--- src/rtl/qspi_stream_ctrl.sv ---
// Streams flash contents into a downstream FIFO as fixed-size read commands,
// flagging one packet per PKT_BYTES bytes and reporting short chunks or overflow.
module qspi_stream_ctrl #(
    parameter int         ADDR_W      = 24,
    parameter int         CHUNK_BYTES = 256,
    parameter int         PKT_BYTES   = 1024,
    parameter int         FIFO_DEPTH  = 2048,
    parameter int         LVL_W       = 12,
    parameter logic [4:0] READ_TYPE   = 5'd9,
    parameter logic [7:0] READ_CMD    = 8'h6B
) (
    input  logic              clk_25M,
    input  logic              I_rst_n,
    input  logic              I_start,
    input  logic              I_abort,
    input  logic              I_mode,
    input  logic [ADDR_W-1:0] I_base_addr,
    input  logic [ADDR_W:0]   I_length,
    input  logic              I_done_sig,
    input  logic              I_byte_valid,
    input  logic [LVL_W-1:0]  I_wr_level,
    output logic [4:0]        O_cmd_type,
    output logic [7:0]        O_cmd_code,
    output logic [ADDR_W-1:0] O_flash_addr,
    output logic              O_tx_start,
    output logic              O_busy,
    output logic              O_done,
    output logic              O_err
);

    localparam int LEN_W = ADDR_W + 1;
    localparam int CNT_W = $clog2(CHUNK_BYTES + 1);
    localparam int PKT_W = (PKT_BYTES > 1) ? $clog2(PKT_BYTES) : 1;

    localparam logic [LEN_W-1:0]  PKT_L     = LEN_W'(PKT_BYTES);
    localparam logic [LEN_W-1:0]  CHUNK_L   = LEN_W'(CHUNK_BYTES);
    localparam logic [ADDR_W-1:0] CHUNK_A   = ADDR_W'(CHUNK_BYTES);
    localparam logic [CNT_W:0]    CHUNK_C   = (CNT_W+1)'(CHUNK_BYTES);
    localparam logic [LVL_W:0]    SPACE_LIM = (LVL_W+1)'(FIFO_DEPTH - CHUNK_BYTES);
    localparam logic [LVL_W:0]    FULL_LVL  = (LVL_W+1)'(FIFO_DEPTH);
    localparam logic [PKT_W-1:0]  PKT_LAST  = PKT_W'(PKT_BYTES - 1);

    typedef enum logic [1:0] {
        IDLE,
        WAIT_SPACE,
        READ,
        NEXT
    } state_t;

    state_t             state_reg, state_next;
    logic [ADDR_W-1:0]  addr_reg, addr_next;
    logic [ADDR_W-1:0]  base_reg, base_next;
    logic [LEN_W-1:0]   len_reg, len_next;
    logic [LEN_W-1:0]   remaining_reg, remaining_next;
    logic               mode_reg, mode_next;
    logic [CNT_W-1:0]   chunk_cnt_reg, chunk_cnt_next;
    logic [PKT_W-1:0]   pkt_cnt_reg, pkt_cnt_next;
    logic               abort_pend_reg, abort_pend_next;
    logic               err_reg, err_next;
    logic               done_reg, done_next;
    logic               tx_start_reg, tx_start_next;

    logic [LEN_W-1:0]   eff_len;
    logic [LEN_W-1:0]   rem_after;
    logic [CNT_W:0]     chunk_total;
    logic               space_ok;
    logic               overflow;
    logic               err_set;
    logic               err_clr;

    assign eff_len     = I_length - (I_length % PKT_L);
    assign rem_after   = remaining_reg - CHUNK_L;
    // The strobe arriving with I_done_sig still belongs to the chunk being checked.
    assign chunk_total = {1'b0, chunk_cnt_reg} + (CNT_W+1)'(I_byte_valid);
    assign space_ok    = ({1'b0, I_wr_level} <= SPACE_LIM);
    assign overflow    = I_byte_valid && ({1'b0, I_wr_level} >= FULL_LVL);

    always_comb begin
        state_next      = state_reg;
        addr_next       = addr_reg;
        base_next       = base_reg;
        len_next        = len_reg;
        remaining_next  = remaining_reg;
        mode_next       = mode_reg;
        chunk_cnt_next  = chunk_cnt_reg;
        pkt_cnt_next    = pkt_cnt_reg;
        abort_pend_next = abort_pend_reg;
        done_next       = 1'b0;
        tx_start_next   = 1'b0;
        err_set         = overflow;
        err_clr         = 1'b0;

        if (I_byte_valid) begin
            if (pkt_cnt_reg == PKT_LAST) begin
                pkt_cnt_next  = '0;
                tx_start_next = 1'b1;
            end else begin
                pkt_cnt_next = pkt_cnt_reg + PKT_W'(1);
            end
        end

        case (state_reg)
            IDLE: begin
                if (I_start && !I_abort) begin
                    if (eff_len != '0) begin
                        base_next       = I_base_addr;
                        len_next        = eff_len;
                        mode_next       = I_mode;
                        addr_next       = I_base_addr;
                        remaining_next  = eff_len;
                        pkt_cnt_next    = '0;
                        tx_start_next   = 1'b0;
                        chunk_cnt_next  = '0;
                        abort_pend_next = 1'b0;
                        err_clr         = 1'b1;
                        state_next      = WAIT_SPACE;
                    end else begin
                        done_next = 1'b1;
                    end
                end
            end
            WAIT_SPACE: begin
                if (I_abort) begin
                    done_next  = 1'b1;
                    state_next = IDLE;
                end else if (space_ok) begin
                    chunk_cnt_next = '0;
                    state_next     = READ;
                end
            end
            READ: begin
                if (I_byte_valid && (chunk_cnt_reg != '1)) begin
                    chunk_cnt_next = chunk_cnt_reg + CNT_W'(1);
                end
                if (I_abort) begin
                    abort_pend_next = 1'b1;
                end
                // The flash command is never cut short; an abort only takes effect here.
                if (I_done_sig) begin
                    if (chunk_total != CHUNK_C) begin
                        err_set = 1'b1;
                    end
                    if (abort_pend_reg || I_abort) begin
                        abort_pend_next = 1'b0;
                        done_next       = 1'b1;
                        state_next      = IDLE;
                    end else begin
                        state_next = NEXT;
                    end
                end
            end
            NEXT: begin
                if (I_abort) begin
                    done_next  = 1'b1;
                    state_next = IDLE;
                end else begin
                    addr_next      = addr_reg + CHUNK_A;
                    remaining_next = rem_after;
                    state_next     = WAIT_SPACE;
                    if (rem_after == '0) begin
                        if (mode_reg) begin
                            addr_next      = base_reg;
                            remaining_next = len_reg;
                        end else begin
                            done_next  = 1'b1;
                            state_next = IDLE;
                        end
                    end
                end
            end
            default: state_next = IDLE;
        endcase

        err_next = err_clr ? 1'b0 : err_reg;
        if (err_set) begin
            err_next = 1'b1;
        end
    end

    always_ff @(posedge clk_25M or negedge I_rst_n) begin
        if (!I_rst_n) begin
            state_reg      <= IDLE;
            addr_reg       <= '0;
            base_reg       <= '0;
            len_reg        <= '0;
            remaining_reg  <= '0;
            mode_reg       <= 1'b0;
            chunk_cnt_reg  <= '0;
            pkt_cnt_reg    <= '0;
            abort_pend_reg <= 1'b0;
            err_reg        <= 1'b0;
            done_reg       <= 1'b0;
            tx_start_reg   <= 1'b0;
        end else begin
            state_reg      <= state_next;
            addr_reg       <= addr_next;
            base_reg       <= base_next;
            len_reg        <= len_next;
            remaining_reg  <= remaining_next;
            mode_reg       <= mode_next;
            chunk_cnt_reg  <= chunk_cnt_next;
            pkt_cnt_reg    <= pkt_cnt_next;
            abort_pend_reg <= abort_pend_next;
            err_reg        <= err_next;
            done_reg       <= done_next;
            tx_start_reg   <= tx_start_next;
        end
    end

    assign O_busy       = (state_reg != IDLE);
    assign O_cmd_type   = (state_reg == READ) ? READ_TYPE : 5'd0;
    assign O_cmd_code   = (state_reg == READ) ? READ_CMD : 8'd0;
    assign O_flash_addr = addr_reg;
    assign O_tx_start   = tx_start_reg;
    assign O_done       = done_reg;
    assign O_err        = err_reg;

endmodule
--- config.mk ---
export PLATFORM = sky130hd
export DESIGN_NAME = qspi_stream_ctrl
export DESIGN_NICKNAME = d
export VERILOG_FILES = /design/src/rtl/qspi_stream_ctrl.sv
export SDC_FILE = /design/constraint.sdc
export NUM_CORES = 1
export LEC_CHECK = 0
export BUFFER_PORTS_ARGS = -buffer_cell sky130_fd_sc_hd__buf_4
export CAP_MARGIN = 20
export CORE_MARGIN = 4
export CORE_UTILIZATION = 55
export CTS_CLUSTER_SIZE = 28
export DETAILED_ROUTE_END_ITERATION = 10
export PLACE_DENSITY = 0.79
export SLEW_MARGIN = 20
export SYNTH_ARGS = -nofsm -noshare
export SYNTH_HDL_FRONTEND = slang
export SYNTH_SLANG_ARGS = --single-unit
--- constraint.sdc ---
create_clock -name clk_25M -period 3.13 [get_ports clk_25M]
set_clock_uncertainty 0.15 [all_clocks]
set_input_delay 0 -clock clk_25M [delete_from_list [all_inputs] [get_ports clk_25M]]
set_output_delay 0 -clock clk_25M [all_outputs]
set_load 0.005 [all_outputs]
# Word-level counts from Yosys, hierarchy flattened
# Index checks and enable logic that the tools add are counted.
# W data, S select, Z words.
[op_classes]
addsub = 6
magnitude_cmp = 2
n_eq_ne = 14
muxes = 63
n_reduce_logical = 18
[ops]
columns = ["op", "count"]
rows = [
  ["$mux W25", 5],
  ["$mux W24", 5],
  ["$mux W10", 5],
  ["$pmux W25 S2", 1],
  ["$pmux W24 S2", 1],
  ["$mux W9", 5],
  ["$mux W1", 29],
  ["$pmux W9 S3", 1],
  ["$logic_not A25 Y1", 1],
  ["$reduce_bool A25 Y1", 1],
  ["$sub A25 B10 Y25", 1],
  ["$sub A25 B9 Y25 const B", 1],
  ["$add A24 B9 Y24 const B", 1],
  ["$ne A2 B2 Y1 const B", 7],
  ["$ge A12 B12 Y1 const B", 1],
  ["$le A12 B11 Y1 const B", 1],
  ["$mux W2", 6],
  ["$add A10 B1 Y10 const B", 1],
  ["$add A9 B1 Y10", 1],
  ["$eq A10 B10 Y1 const B", 1],
  ["$ne A10 B9 Y1 const B", 1],
  ["$add A9 B1 Y9 const B", 1],
  ["$ne A9 B9 Y1 const B", 1],
  ["$pmux W2 S4", 1],
  ["16 further kinds", 24],
]
[totals]
ff_bits = 124
output_inout_bits = 41
elab_cells = 115

# Depth between registers and ports, before layout
[logic_depth]
depth_word = 7
ltp_mapped = 10
mapped_depth_nobuf = 9

# Least setup slack after synthesis
# OpenSTA, ideal clock, no wires.
[synth_path]
path_type = "reg2reg"
startpoint = "reg remaining_reg[8]"
endpoint = "reg addr_reg[19], in the netlist O_flash_addr[19]"
setup_ps = 139
arrival_time_ps = 2381
t_required_ps = 2841
setup_slack_ps = 461
stages_incl_launch_ff = 11
synth_period_minus_slack_ps = 2669
path_cell_list = "dfrtp_1 -> inv_1 -> ha_1 -> nor3b_2 -> nand4_1 -> xor2_1 -> nand4_1 -> or2_4 -> clkbuf_2 -> nor3b_1 -> a211oi_2"
[synth_via]
elab_chain_len = 5
[synth_rtl]
columns = ["element", "line_no", "text"]
rows = [
  ["start: declaration", "54", "logic [LEN_W-1:0] remaining_reg, remaining_next;"],
  ["start signal: assignment", "199", "remaining_reg <= remaining_next;"],
  ["$sub A25 B9 Y25", "72", "assign rem_after = remaining_reg - CHUNK_L;"],
  ["$logic_not A25 Y1", "160", "if (rem_after == '0) begin"],
  ["$mux W24", "160", ""],
  ["$mux W24", "153", "if (I_abort) begin"],
  ["$pmux W24 S2", "102", "case (state_reg)"],
  ["end signal: assignment", "196", "addr_reg <= addr_next;"],
  ["end: declaration", "51", "logic [ADDR_W-1:0] addr_reg, addr_next;"],
]
# No other way between the ends. The select of a mux whose other input is x is not followed.
# A chain may end at the register's enable or synchronous reset.

# Worst setup path after layout
[layout_path]
startpoint = "reg remaining_reg[9]"
endpoint = "reg addr_reg[1], in the netlist O_flash_addr[1]"
# The elaborated chain is that of the path after synthesis.

==> insert_results.sql <==
INSERT INTO impl_metrics (metric_group, metric, value, unit) VALUES
('placement', 'place.detailed.hpwl', '10400', 'um'),
('final_layout', 'final_core_util', '71.1', '%'),
('final_layout', 'fillers', '781', ''),
('clocking', 'tritoncts_clock_tree', 'yes', ''),
('power_and_ir_drop', 'combinationalPowerShare', '38.4', '%'),
('global_route', 'grt.total_usage', '25.3', '%'),
('logic_synthesis', 'share_of_the_yosys_chip_area_belonging_to_registers', '46.1', '%'),
('logic_synthesis', 'yosysWarningCount', '0', ''),
('timing', 'worstMarginPinSlew', '0.717', 'ns'),
('clocking', 'cts-buffers-inserted', '9', ''),
('worst_setup_path', 'cp_num_cells', '10', ''),
('logic_synthesis', 'synth_area', '5810', 'um^2'),
('timing', 'rsz_0062_raised_after_global_routing', 'false', ''),
('power_and_ir_drop', 'ir_drop', '412', 'uV'),
('floorplan', 'row_count', '37', ''),
('floorplan', 'initial_utilization', '56.3', '%'),
('power_and_ir_drop', 'cellInternalPower', '3.22', 'mW'),
('global_route', 'grt_max_degree', '79', ''),
('power_and_ir_drop', 'p_per_area', '721', 'nW/um^2'),
('floorplan', 'floorplan.io_pins', '109', ''),
('power_and_ir_drop', 'power.switching_fraction', '39.2', '%'),
('drt', 'drt_pass1_iterations', '7', ''),
('global_route', 'via_count_of_the_first_global_routing_pass', '5508', ''),
('worst_setup_path', 'rr_startpoint', 'remaining_reg[9]', ''),
('drt', 'vias', '5365', ''),
('drt', 'avgViaCountPerCell', '5.80', ''),
('timing', 'min_period_over_period', '91.9', '%'),
('clocking', 'clock_root_buffer', 'clkbuf_8', ''),
('logic_synthesis', 'synth_top_family_by_area', 'simple AND/OR/NAND/NOR gates', ''),
('flow_run', 'max_cap_viol_count', '0', ''),
('timing', 'finalSetupViolations', '0', ''),
('power_and_ir_drop', 'clock_power_share', '15.4', '%'),
('logic_synthesis', 'synth_enable_flop_cells', '0', ''),
('worst_setup_path', 'cp-startpoint', 'remaining_reg[9]', ''),
('power_and_ir_drop', 'share_seq_of_total_power', '46.2', '%'),
('worst_setup_path', 'path_delay_family', 'simple AND/OR/NAND/NOR gates', ''),
('worst_setup_path', 'worst_path_max_delay_cell', 'dfrtp_1', ''),
('final_layout', 'layout.cells.most_common_list', '161 x nand2_1, 113 x buf_4, 107 x dfrtp_1, 48 x dlygate4sd3_1, 43 x nor2_1', ''),
('clocking', 'clockBufferDepth', '2', ''),
('floorplan', 'die_w', '111', 'um'),
('logic_synthesis', 'synth_compound_area_share', '14.6', '%'),
('drt', 'drc', '0', ''),
('final_layout', 'mostFrequentLayoutCell', 'nand2_1', ''),
('worst_setup_path', 'timing.critical_path.required', '3.30', 'ns'),
('timing', 'min_period', '2.88', 'ns'),
('worst_setup_path', 'crit_path_cell_trace', 'inv_1 > ha_1 > nor3b_4 > a21boi_1 > nor4_4 > nand4_2 > nor2_2 > buf_4 > and3_1 > a221o_1', ''),
('final_layout', 'final_layout_size_suffix_gt1_share', '19.0', '%'),
('global_route', 'grt_first_pass_wirelength', '26000', 'um'),
('clocking', 'clkSlewWorstSetupHoldPaths', '0.10', 'ns'),
('status', 'status', 'completed', ''),
('clocking', 'tritoncts_num_sinks', '107', ''),
('logic_synthesis', 'post_synth_and_or_nand_nor_area_fraction', '25.5', '%'),
('placement', 'place.port_buffers', '92', ''),
('worst_setup_path', 'setup.worst_path.end_class', 'flip-flop', ''),
('worst_setup_path', 'startpoint_class', 'flip-flop', ''),
('logic_synthesis', 'fraction_of_the_mapped_netlist_area_in_adder_cells', '1.72', '%'),
('logic_synthesis', 'syn_avg_cell_area', '8.97', 'um^2'),
('worst_setup_path', 'crit_path_max_fanout', '7', ''),
('drt', 'post_drt_wl_per_cell', '16.4', 'um'),
('worst_setup_path', 'worst_r2r_path_depth', '10', ''),
('timing', 'timing.max_slew.rel_slack', '52.2', '%'),
('global_route', 'initial_antenna_violation_count', '0', ''),
('logic_synthesis', 'ys_types', '65', ''),
('worst_setup_path', 'cp_data_arrival_time', '3.05', 'ns'),
('logic_synthesis', 'yosys_register_bits', '107', ''),
('floorplan', 'dieHeight', '111', 'um'),
('worst_setup_path', 'worst_r2r_endpoint', 'O_flash_addr[1]', ''),
('power_and_ir_drop', 'static-leakage-power', '3.48', 'nW'),
('logic_synthesis', 'xor_xnor_portion_of_the_synthesized_cell_area', '5.58', '%'),
('power_and_ir_drop', 'power.net_switching', '2.07', 'mW'),
('worst_setup_path', 'r2r_setup_slack', '0.25', 'ns');
==> timing repair <==
action | in CTS | in global routing
setup buffers | 0 | 2
setup endpoints to repair | 0 | 39
gates resized for setup | 0 | 1
hold endpoints to repair | 145 | 0
hold buffers | 48 | 0
==> cell families (layout without fill, tap and decap cells) <==
kind of cell,count (synthesis),in the layout
buffers and inverters,54,190
DFF,107,107
xor gates and xnor gates,37,37
and+or+nand+nor,308,308
adders and majority gates,8,8
AOI/OAI and AO/OA,124,124
other,1,6
muxes,9,9
==> worst max path at each step <==
stage	endpoint	slack [ns]
global placement	O_flash_addr[19]	0.23
CTS	O_flash_addr[2]	0.10
detailed placement	O_flash_addr[1]	0.13
global route	O_flash_addr[12]	0.03
floorplan	O_flash_addr[19]	0.46
finish	O_flash_addr[1]	0.25
==> layer usage <==
metal | global-route usage, % | vias up | share of wire (%)
li1 | - | 2527 | -
met4 | 7.80 | 0 | 1.4
met5 | 0 | - | 0
met1 | 31.3 | 2641 | 42
met3 | 5.29 | 24 | 5.4
met2 | 44.2 | 173 | 51
==> final cells by class <==
class | count | area, um^2 | share of cell area, %
timing repair buffer | 164 | 1390 | 18.9
tap | 136 | 170 | 2.32
inverter | 10 | 37.5 | 0.511
clock inverter | 6 | 50.0 | 0.682
clock buffer | 10 | 138 | 1.87
sequential | 107 | 2680 | 36.5
multi-input combinational | 492 | 2880 | 39.2
==> synth_stat cells, drive strengths merged, types with 2 or more instances <==
library cell | instances | area share [%]
and3 | 24 | 2.7
o22ai | 3 | 0.32
and2 | 4 | 0.43
nand2b | 2 | 0.22
o21ai | 38 | 3.3
mux2i | 8 | 1.4
nor4 | 13 | 2.0
o41ai | 3 | 0.45
ha | 8 | 1.7
o31ai | 3 | 0.39
a21o | 2 | 0.26
a22o | 2 | 0.30
a31oi | 5 | 0.54
a22oi | 10 | 1.3
o211ai | 7 | 0.90
a21oi | 20 | 1.7
a211o | 3 | 0.45
nand2 | 161 | 10
xor2 | 21 | 3.2
inv | 10 | 0.65
nand4 | 14 | 1.6
buf | 25 | 2.9
clkbuf | 19 | 1.3
o2bb2ai | 2 | 0.30
and4 | 2 | 0.30
dfrtp | 107 | 46
nor3 | 10 | 1.1
nor3b | 4 | 0.69
xnor2 | 16 | 2.4
nor2 | 46 | 3.1
a221o | 17 | 2.9
nand3 | 19 | 1.7
==> through the flow <==
step	cell area [um^2]	power (mW)	std cells	setup WS [ns]	hold slack (ns)
2_1_floorplan	5830	3.64	653	0.461	-0.446
3_3_place_gp	6650	4.26	859	0.230	-0.0548
3_5_place_dp	6650	4.38	859	0.126	-0.0499
4_1_cts	7320	5.26	923	0.103	0.100
5_1_grt	7340	5.68	925	0.0321	0.132
6_report	7340	5.29	925	0.255	0.0580
==> power groups by stage <==
stage,Combinational [mW],Sequential [mW],Clock (mW)
after floorplan,1.35,2.30,0
after global placement,1.86,2.40,0
after detailed placement,1.94,2.44,0
after CTS,2.01,2.43,0.826
after global routing,2.29,2.52,0.882
final,2.03,2.44,0.815
No activity file was read; power rests on OpenSTA's default activity.
